`src/rtl/cache_associativa_lru.sv`:
```
`default_nettype none
// ============================================================================
// Module   : cache_associativa_lru
// Brief    : Fully-associative write-back cache, one word per line, true-LRU
//            replacement, valid/ready front end and req/ack memory back end.
// Revision : 1.0 - initial release
// ============================================================================
module cache_associativa_lru #(
    parameter int ADDR_W = 5,
    parameter int DATA_W = 5,
    parameter int WAYS   = 4
) (
    input  logic              clock,
    input  logic              resetn,
    input  logic              req_valid,
    output logic              req_ready,
    input  logic              req_write,
    input  logic [ADDR_W-1:0] req_addr,
    input  logic [DATA_W-1:0] req_wdata,
    output logic              rsp_valid,
    output logic [DATA_W-1:0] rsp_rdata,
    output logic              rsp_hit,
    output logic              mem_req,
    output logic              mem_we,
    output logic [ADDR_W-1:0] mem_addr,
    output logic [DATA_W-1:0] mem_wdata,
    input  logic              mem_ack,
    input  logic [DATA_W-1:0] mem_rdata
);
    localparam int AGE_W = $clog2(WAYS);

    localparam logic [2:0] c_IDLE      = 3'd0;
    localparam logic [2:0] c_LOOKUP    = 3'd1;
    localparam logic [2:0] c_WRITEBACK = 3'd2;
    localparam logic [2:0] c_REFILL    = 3'd3;
    localparam logic [2:0] c_RESP      = 3'd4;

    logic [2:0]        r_state;
    logic              r_write;
    logic [ADDR_W-1:0] r_addr;
    logic [DATA_W-1:0] r_wdata;
    logic [AGE_W-1:0]  r_victim;

    logic [WAYS-1:0]   r_valid;
    logic [WAYS-1:0]   r_dirty;
    logic [ADDR_W-1:0] r_tag  [WAYS];
    logic [DATA_W-1:0] r_data [WAYS];
    logic [AGE_W-1:0]  r_age  [WAYS];

    logic              r_rsp_hit;
    logic [DATA_W-1:0] r_rsp_rdata;
    logic              r_mem_req;
    logic              r_mem_we;
    logic [ADDR_W-1:0] r_mem_addr;
    logic [DATA_W-1:0] r_mem_wdata;

    logic [WAYS-1:0]   w_hit_vec;
    logic              w_hit;
    logic [AGE_W-1:0]  w_hit_idx;
    logic              w_any_free;
    logic [AGE_W-1:0]  w_free_idx;
    logic [AGE_W-1:0]  w_oldest;
    logic [AGE_W-1:0]  w_victim;
    logic              w_victim_dirty;
    logic              w_in_lookup;
    logic              w_mem_done;
    logic              w_wr_hit;
    logic              w_alloc;
    logic              w_fill;
    logic              w_wb_done;
    logic              w_touch;
    logic [AGE_W-1:0]  w_tgt_idx;
    logic [AGE_W-1:0]  w_tgt_age;

    generate
        for (genvar g = 0; g < WAYS; g++) begin : g_match
            assign w_hit_vec[g] = r_valid[g] && (r_tag[g] == r_addr);
        end
    endgenerate

    // Descending scan so the lowest-index match / free line wins.
    always_comb begin
        w_hit      = 1'b0;
        w_hit_idx  = '0;
        w_any_free = 1'b0;
        w_free_idx = '0;
        w_oldest   = '0;
        for (int i = WAYS - 1; i >= 0; i--) begin
            if (w_hit_vec[i]) begin
                w_hit     = 1'b1;
                w_hit_idx = AGE_W'(i);
            end
            if (!r_valid[i]) begin
                w_any_free = 1'b1;
                w_free_idx = AGE_W'(i);
            end
            if (r_age[i] == AGE_W'(WAYS - 1)) begin
                w_oldest = AGE_W'(i);
            end
        end
    end

    assign w_victim       = w_any_free ? w_free_idx : w_oldest;
    assign w_victim_dirty = r_valid[w_victim] && r_dirty[w_victim];
    assign w_in_lookup    = (r_state == c_LOOKUP);
    assign w_mem_done     = r_mem_req && mem_ack;
    assign w_wr_hit       = w_in_lookup && w_hit && r_write;
    assign w_alloc        = (w_in_lookup && !w_hit && r_write && !w_victim_dirty)
                          || ((r_state == c_WRITEBACK) && w_mem_done && r_write);
    assign w_fill         = (r_state == c_REFILL) && w_mem_done;
    assign w_wb_done      = (r_state == c_WRITEBACK) && w_mem_done;
    // Outside LOOKUP the victim has already been latched.
    assign w_tgt_idx      = w_in_lookup ? (w_hit ? w_hit_idx : w_victim) : r_victim;
    assign w_touch        = (w_in_lookup && (w_hit || (r_write && !w_victim_dirty)))
                          || w_fill || (w_wb_done && r_write);
    assign w_tgt_age      = r_age[w_tgt_idx];

    always_ff @(posedge clock or negedge resetn) begin
        if (!resetn) begin
            r_valid <= '0;
            r_dirty <= '0;
            for (int i = 0; i < WAYS; i++) begin
                r_tag[i]  <= '0;
                r_data[i] <= '0;
                r_age[i]  <= AGE_W'(i);
            end
        end else begin
            for (int i = 0; i < WAYS; i++) begin
                if (w_tgt_idx == AGE_W'(i)) begin
                    if (w_wr_hit) begin
                        r_data[i]  <= r_wdata;
                        r_dirty[i] <= 1'b1;
                    end
                    if (w_alloc) begin
                        r_tag[i]   <= r_addr;
                        r_data[i]  <= r_wdata;
                        r_valid[i] <= 1'b1;
                        r_dirty[i] <= 1'b1;
                    end
                    if (w_fill) begin
                        r_tag[i]   <= r_addr;
                        r_data[i]  <= mem_rdata;
                        r_valid[i] <= 1'b1;
                        r_dirty[i] <= 1'b0;
                    end
                    if (w_wb_done && !r_write) begin
                        r_dirty[i] <= 1'b0;
                    end
                end
                if (w_touch) begin
                    if (w_tgt_idx == AGE_W'(i)) begin
                        r_age[i] <= '0;
                    end else if (r_age[i] < w_tgt_age) begin
                        r_age[i] <= r_age[i] + AGE_W'(1);
                    end
                end
            end
        end
    end

    always_ff @(posedge clock or negedge resetn) begin
        if (!resetn) begin
            r_state     <= c_IDLE;
            r_write     <= 1'b0;
            r_addr      <= '0;
            r_wdata     <= '0;
            r_victim    <= '0;
            r_rsp_hit   <= 1'b0;
            r_rsp_rdata <= '0;
            r_mem_req   <= 1'b0;
            r_mem_we    <= 1'b0;
            r_mem_addr  <= '0;
            r_mem_wdata <= '0;
        end else begin
            case (r_state)
                c_IDLE: begin
                    if (req_valid) begin
                        r_write <= req_write;
                        r_addr  <= req_addr;
                        r_wdata <= req_wdata;
                        r_state <= c_LOOKUP;
                    end
                end
                c_LOOKUP: begin
                    r_victim  <= w_victim;
                    r_rsp_hit <= w_hit;
                    if (w_hit) begin
                        if (!r_write) begin
                            r_rsp_rdata <= r_data[w_hit_idx];
                        end
                        r_state <= c_RESP;
                    end else if (w_victim_dirty) begin
                        r_mem_req   <= 1'b1;
                        r_mem_we    <= 1'b1;
                        r_mem_addr  <= r_tag[w_victim];
                        r_mem_wdata <= r_data[w_victim];
                        r_state     <= c_WRITEBACK;
                    end else if (!r_write) begin
                        r_mem_req  <= 1'b1;
                        r_mem_we   <= 1'b0;
                        r_mem_addr <= r_addr;
                        r_state    <= c_REFILL;
                    end else begin
                        r_state <= c_RESP;
                    end
                end
                c_WRITEBACK: begin
                    if (w_mem_done) begin
                        r_mem_req <= 1'b0;
                        r_mem_we  <= 1'b0;
                        r_state   <= r_write ? c_RESP : c_REFILL;
                    end
                end
                c_REFILL: begin
                    // After a write-back, mem_req is low for one cycle before the refill request.
                    if (!r_mem_req) begin
                        r_mem_req  <= 1'b1;
                        r_mem_we   <= 1'b0;
                        r_mem_addr <= r_addr;
                    end else if (mem_ack) begin
                        r_mem_req   <= 1'b0;
                        r_rsp_rdata <= mem_rdata;
                        r_state     <= c_RESP;
                    end
                end
                c_RESP: begin
                    r_state <= c_IDLE;
                end
                default: begin
                    r_state <= c_IDLE;
                end
            endcase
        end
    end

    assign req_ready = (r_state == c_IDLE);
    assign rsp_valid = (r_state == c_RESP);
    assign rsp_rdata = r_rsp_rdata;
    assign rsp_hit   = r_rsp_hit;
    assign mem_req   = r_mem_req;
    assign mem_we    = r_mem_we;
    assign mem_addr  = r_mem_addr;
    assign mem_wdata = r_mem_wdata;

endmodule
`default_nettype wire
```
`config.mk`:
```
export PLATFORM = sky130hd
export DESIGN_NAME = cache_associativa_lru
export DESIGN_NICKNAME = d
export VERILOG_FILES = /design/src/rtl/cache_associativa_lru.sv
export SDC_FILE = /design/constraint.sdc
export NUM_CORES = 1
export LEC_CHECK = 0
export ABC_AREA = 1
export BUFFER_PORTS_ARGS = -buffer_cell sky130_fd_sc_hd__buf_2
export CORE_ASPECT_RATIO = 2
export CORE_MARGIN = 4
export CORE_UTILIZATION = 35
export DETAILED_ROUTE_END_ITERATION = 8
export PLACE_DENSITY = 0.51
export SETUP_SLACK_MARGIN = 0.2
export SLEW_MARGIN = 25
export SYNTH_ARGS = -nofsm -noshare
export SYNTH_HDL_FRONTEND = slang
export SYNTH_SLANG_ARGS = --single-unit
```
`constraint.sdc`:
```
create_clock -name clock -period 2.3 [get_ports clock]
set_input_delay 0.23 -clock clock [delete_from_list [all_inputs] [get_ports clock]]
set_output_delay 0.23 -clock clock [all_outputs]
set_load 0.01 [all_outputs]
```
# --- Yosys cells after proc, flatten, opt, wreduce, memory -nomap -nowiden ---
# Index checks and enable logic that the tools add are counted.
word_totals:
  inputBits: 20
  output_inout_bits: 20
  elab_cells: 217
  register_bits: 90
op_classes:
  addsub: 4
  order_cmp: 8
  mux: 88
  n_eq_ne: 24
  reduce_logical: 58
  bitwise_logic: 4
ops:
  columns: ["cell", "count"]
  rows:
  - ["$mux 5", 19]
  - ["$mux 2", 25]
  - ["$reduce_and 2->1", 17]
  - ["$bmux 5 s2", 3]
  - ["$mux 1", 26]
  - ["$mux 3", 7]
  - ["$eq 5x5->1", 4]
  - ["$pmux 5 s2", 2]
  - ["$logic_and 1x1->1", 17]
  - ["$ne 2x2->1 const B", 8]
  - ["$eq 2x2->1 const B", 6]
  - ["$pmux 3 s4", 1]
  - ["$reduce_and 4->1", 3]
  - ["$reduce_bool 2->1", 6]
  - ["$reduce_and 5->1", 2]
  - ["$ge 3x3->1 const B", 3]
  - ["$not 2->3", 3]
  - ["$add 2x1->2 const B", 4]
  - ["$lt 2x2->1", 4]
  - ["$eq 3x2->1 const B", 2]
  - ["$pmux 1 s3", 2]
  - ["$reduce_bool 3->1", 2]
  - ["$bmux 1 s2", 2]
  - ["$bmux 2 s2", 1]
  - ["12 further kinds", 17]

# --- Depth between registers and ports, before layout ---
depth:
  depth_word: 16
  ltp_mapped: 21
  depth_no_buf: 20

# --- Worst setup path after synthesis ---
# OpenSTA, ideal clock, no wires.
synth_path:
  kind: "register to register"
  from: "register r_age[1] (netlist bit)"
  to: "register r_age[7] (netlist bit)"
  period_less_slack_ns: 2.206
  path_stages_with_launch: 18
  setup_time_ns: 0.117
  path_buffers: 1
  required_time_ns: 2.183
  arrival_time_ns: 2.089
  path_slack_ns: 0.094
  path_cell_list: "dfstp_2 -> ha_1 -> inv_1 -> o21ai_0 -> nand3_1 -> nand2_1 -> inv_1 -> o21bai_1 -> nand2_1 -> nor2_1 -> nand2_1 -> nand2_1 -> inv_1 -> nand2_1 -> buf_2 -> nand2_1 -> nand2_1 -> nand2_1"
synth_between:
  elab_chain_len: 16
  word_cells_on_any_way: 28
  classes_between: "1 x order compare; 1 x eq/ne; 15 x mux; 1 x bitwise; 10 x reduce/logical"
synth_rtl:
  columns: ["element", "line_no", "text"]
  rows:
  - ["start: declaration", "48", "logic [AGE_W-1:0] r_age [WAYS];"]
  - ["start signal: indexed assignment", "125", "r_age[i] <= AGE_W'(i);"]
  - ["start signal: indexed assignment", "154", "r_age[i] <= r_age[i] + AGE_W'(1);"]
  - ["parallel branches: the longest is 16 deep, another holds $not 2->3", null, null]
# Parallel ways; which one is timed is not known. The select of a mux whose other input is x is not followed.
# A chain may end at the register's enable or synchronous reset.

# --- Worst setup path after layout ---
layout_path:
  from: "register r_age[1] (netlist bit)"
  to: "register r_age[5] (netlist bit)"
# The elaborated chain is that of the path after synthesis.

==> results.toml <==
[yosys]
async_flop_share = 1.00
synth.top_cells.by_count = "nand2_1, dfrtp_1, inv_1"
yosysTopAreaCellShare = 0.417
synth-edff-count = 0
synth_ff_type = "dfrtp_1"
synth_seq_cells = 90
synthMuxAreaShare = 0.0109
post-synth-top-count-cell = "nand2_1"
avgSynthCellArea_um2 = 7.41
ys_top_cells_by_area = "dfrtp_1, nand2_1, o21ai_0"
yosys.area_share.adder = 0.00970
synth_xor_area_frac = 0
syn_area_mm2 = 0.00516
yosysSeqAreaShare = 0.438
synth_compound_area_frac = 0.162
synth.distinct_cells = 34
yosys.area.top_type = "dfrtp_1"
syn_inst = 696
synth_top_family_by_area = "simple AND/OR/NAND/NOR gates"
synth_nets = 720
ys.warnings.count = 0
synthSimpleGateAreaFrac = 0.300

[timing]
hold_ws_ns = 0.119
finalCritPeriodShare = 1.02
skew_ns = 0.0133
min_period_ns = 2.34
max_freq_mhz = 428
hold_viol = 0
finalWorstSetupSlack_ns = -0.0355
worst_pin_slew_ns = 0.765
finalSetupTns_ns = -0.351
setup_viol = 21
drv_slew = 0
rsz0062_at_grt = "true"
relSlewSlack = 0.488

[placement]
dp_hpwl_um = 11800
dp_slack_ns = -0.0849
place.gp.congestion = 0.848
numPortBuffers = 39
post-place-cells = 963
place_area_mm2 = 0.00595

[run_status]
violations = "setup timing"
status = "finished, violations left"

[cells_and_area]
finalNonFillerCells = 996
nNetsFinal = 823
fillers = 1484
finalInstanceArea_mm2 = 0.00673
syn_to_final_growth_pct = 30.5
antenna_cells = 0
drive_above_1_share = 0.305
finish.utilization = 0.466

[die]
ios = 40
die_h_um = 180
core_mm2 = 0.0144
rows = 62
dieArea_mm2 = 0.0169
die_w_um = 93.8
start_util = 0.358

[grt]
antenna_found_initial = 0
grt_pass1_wl_um = 25000
grt-ovfl-total = 0
first_global_vias = 4973
grt_max_degree = 55
track_usage = 0.190

[critical_path]
start_kind = "flop"
worstPathRequired_ns = 2.53
crit_start = "r_age[1]"
critical_path_class = "flop to flop"
r2r-start = "r_age[1]"
crit_path_end_kind = "flop"
arrival_ns = 2.56
path_max_fanout = 6

[clocking]
clock-root-buffer = "clkbuf_16"
cts_sinks = 90
cts_made_buffers = 9
cts_tree = "done"
clkTransAtPathRegs_ns = 0.07
clk_path_buf_depth = 2
cts_max_level = 3
clock_latency_ns = 0.35

[detailed_routing]
routed_via_density = 5.00
post-route-drc-count = 0
wl_per_cell_um = 15.9
wirelength_um = 15900
dr.pass1.iters = 5
ant_nets = 0
drt-initial-drc-count = 174
num_vias = 4976

[job]
cap_violations = 0

[power_and_ir_drop]
leakagePower_nw = 3.38
p_total_mw = 11.3
power_density_mw_per_mm2 = 1670
ir_worst_vdd_uv = 545

[min_path]
holdCritStartpoint = "req_wdata[4]"
hp-class = "input pin to flop"
registers in the layout (all words and copies together), names as in the netlist:
signal,count
r_data,20
r_valid,4
r_age,8
r_write,1
r_state,3
mem_we,1
r_addr,5
r_victim,2
mem_addr,5
mem_wdata,5
mem_req,1
r_tag,20
r_wdata,5
rsp_rdata,5
rsp_hit,1
r_dirty,4
layer usage:
| layer | routed length [um] | track usage | vias up |
|---|---|---|---|
| met1 | 5550 | 0.190 | 2357 |
| met2 | 9190 | 0.367 | 119 |
| met4 | 697 | 0.0920 | 0 |
| li1 | - | - | 2455 |
| met3 | 442 | 0.0285 | 45 |
| met5 | 0 | 0 | - |
cell type report:
cell class | count | area, um2 | area share
Multi-Input combinational cell | 505 | 2760 | 0.410
Sequential cell | 90 | 2260 | 0.336
Timing Repair Buffer | 111 | 857 | 0.127
Inverter | 82 | 310 | 0.0461
Tap cell | 192 | 240 | 0.0357
Clock buffer | 10 | 229 | 0.0340
Clock inverter | 6 | 73.8 | 0.0110
cells by family (layout without fill, tap and decap cells):
family | count (synthesis) | count (layout)
buf+inv | 101 | 209
mux | 5 | 5
flops | 90 | 90
compound gates | 154 | 154
fa+ha+maj | 4 | 4
simple gates | 342 | 342
cell usage in the layout (no fill, tap or decap), drive strengths merged, types with 2 or more instances in the layout:
cell type	n
a21oi	27
a31oi	10
buf	110
clkbuf	10
clkinvlp	2
dfrtp	86
dfstp	4
ha	4
inv	84
mux2	5
nand2	218
nand3	38
nor2	79
nor3	7
o211ai	2
o21ai	104
o21bai	2
o22ai	5
critical path, cell delays in order, from the launching register on:
cell and delay, ns:
dfstp_2 0.56, ha_4 0.14, inv_2 0.03, o21ai_2 0.14, nand3_1 0.11, nand2_2 0.15, inv_2 0.05, o21bai_1 0.13
nand2_1 0.09, nor2_2 0.16, nand2_1 0.08, nand2_2 0.09, inv_2 0.05, nand2_4 0.12, buf_12 0.16, nand2_4 0.05
nand2_2 0.06, nand2_2 0.05
final timing paths:
kind / to / slack (ns) / cells after the start
min in group asynchronous: mem_addr[3] / 0.39 / 2
setup reg to reg: r_age[5] / -0.04 / 17
hold / removal: r_wdata[4] / 0.12 / 2
hold reg to reg: mem_wdata[4] / 0.47 / 2
max in group asynchronous: r_age[3] / 1.16 / 3
setup / recovery: r_age[5] / -0.04 / 17
report_power, final:
group          switching (mW)  internal (mW)
Clock                   0.680          0.857
Sequential              0.541           2.28
Combinational            4.10           2.80
Total                    5.32           5.95
timing repair:
action,CTS,global route
setup buffers,4,9
gates resized for setup,34,59
cloned,2,1
hold buffers,1,0
hold endpoints to repair,36,0
pin swaps,11,44
endpoints found under the setup margin,69,76
No activity file was read; power rests on OpenSTA's default activity.
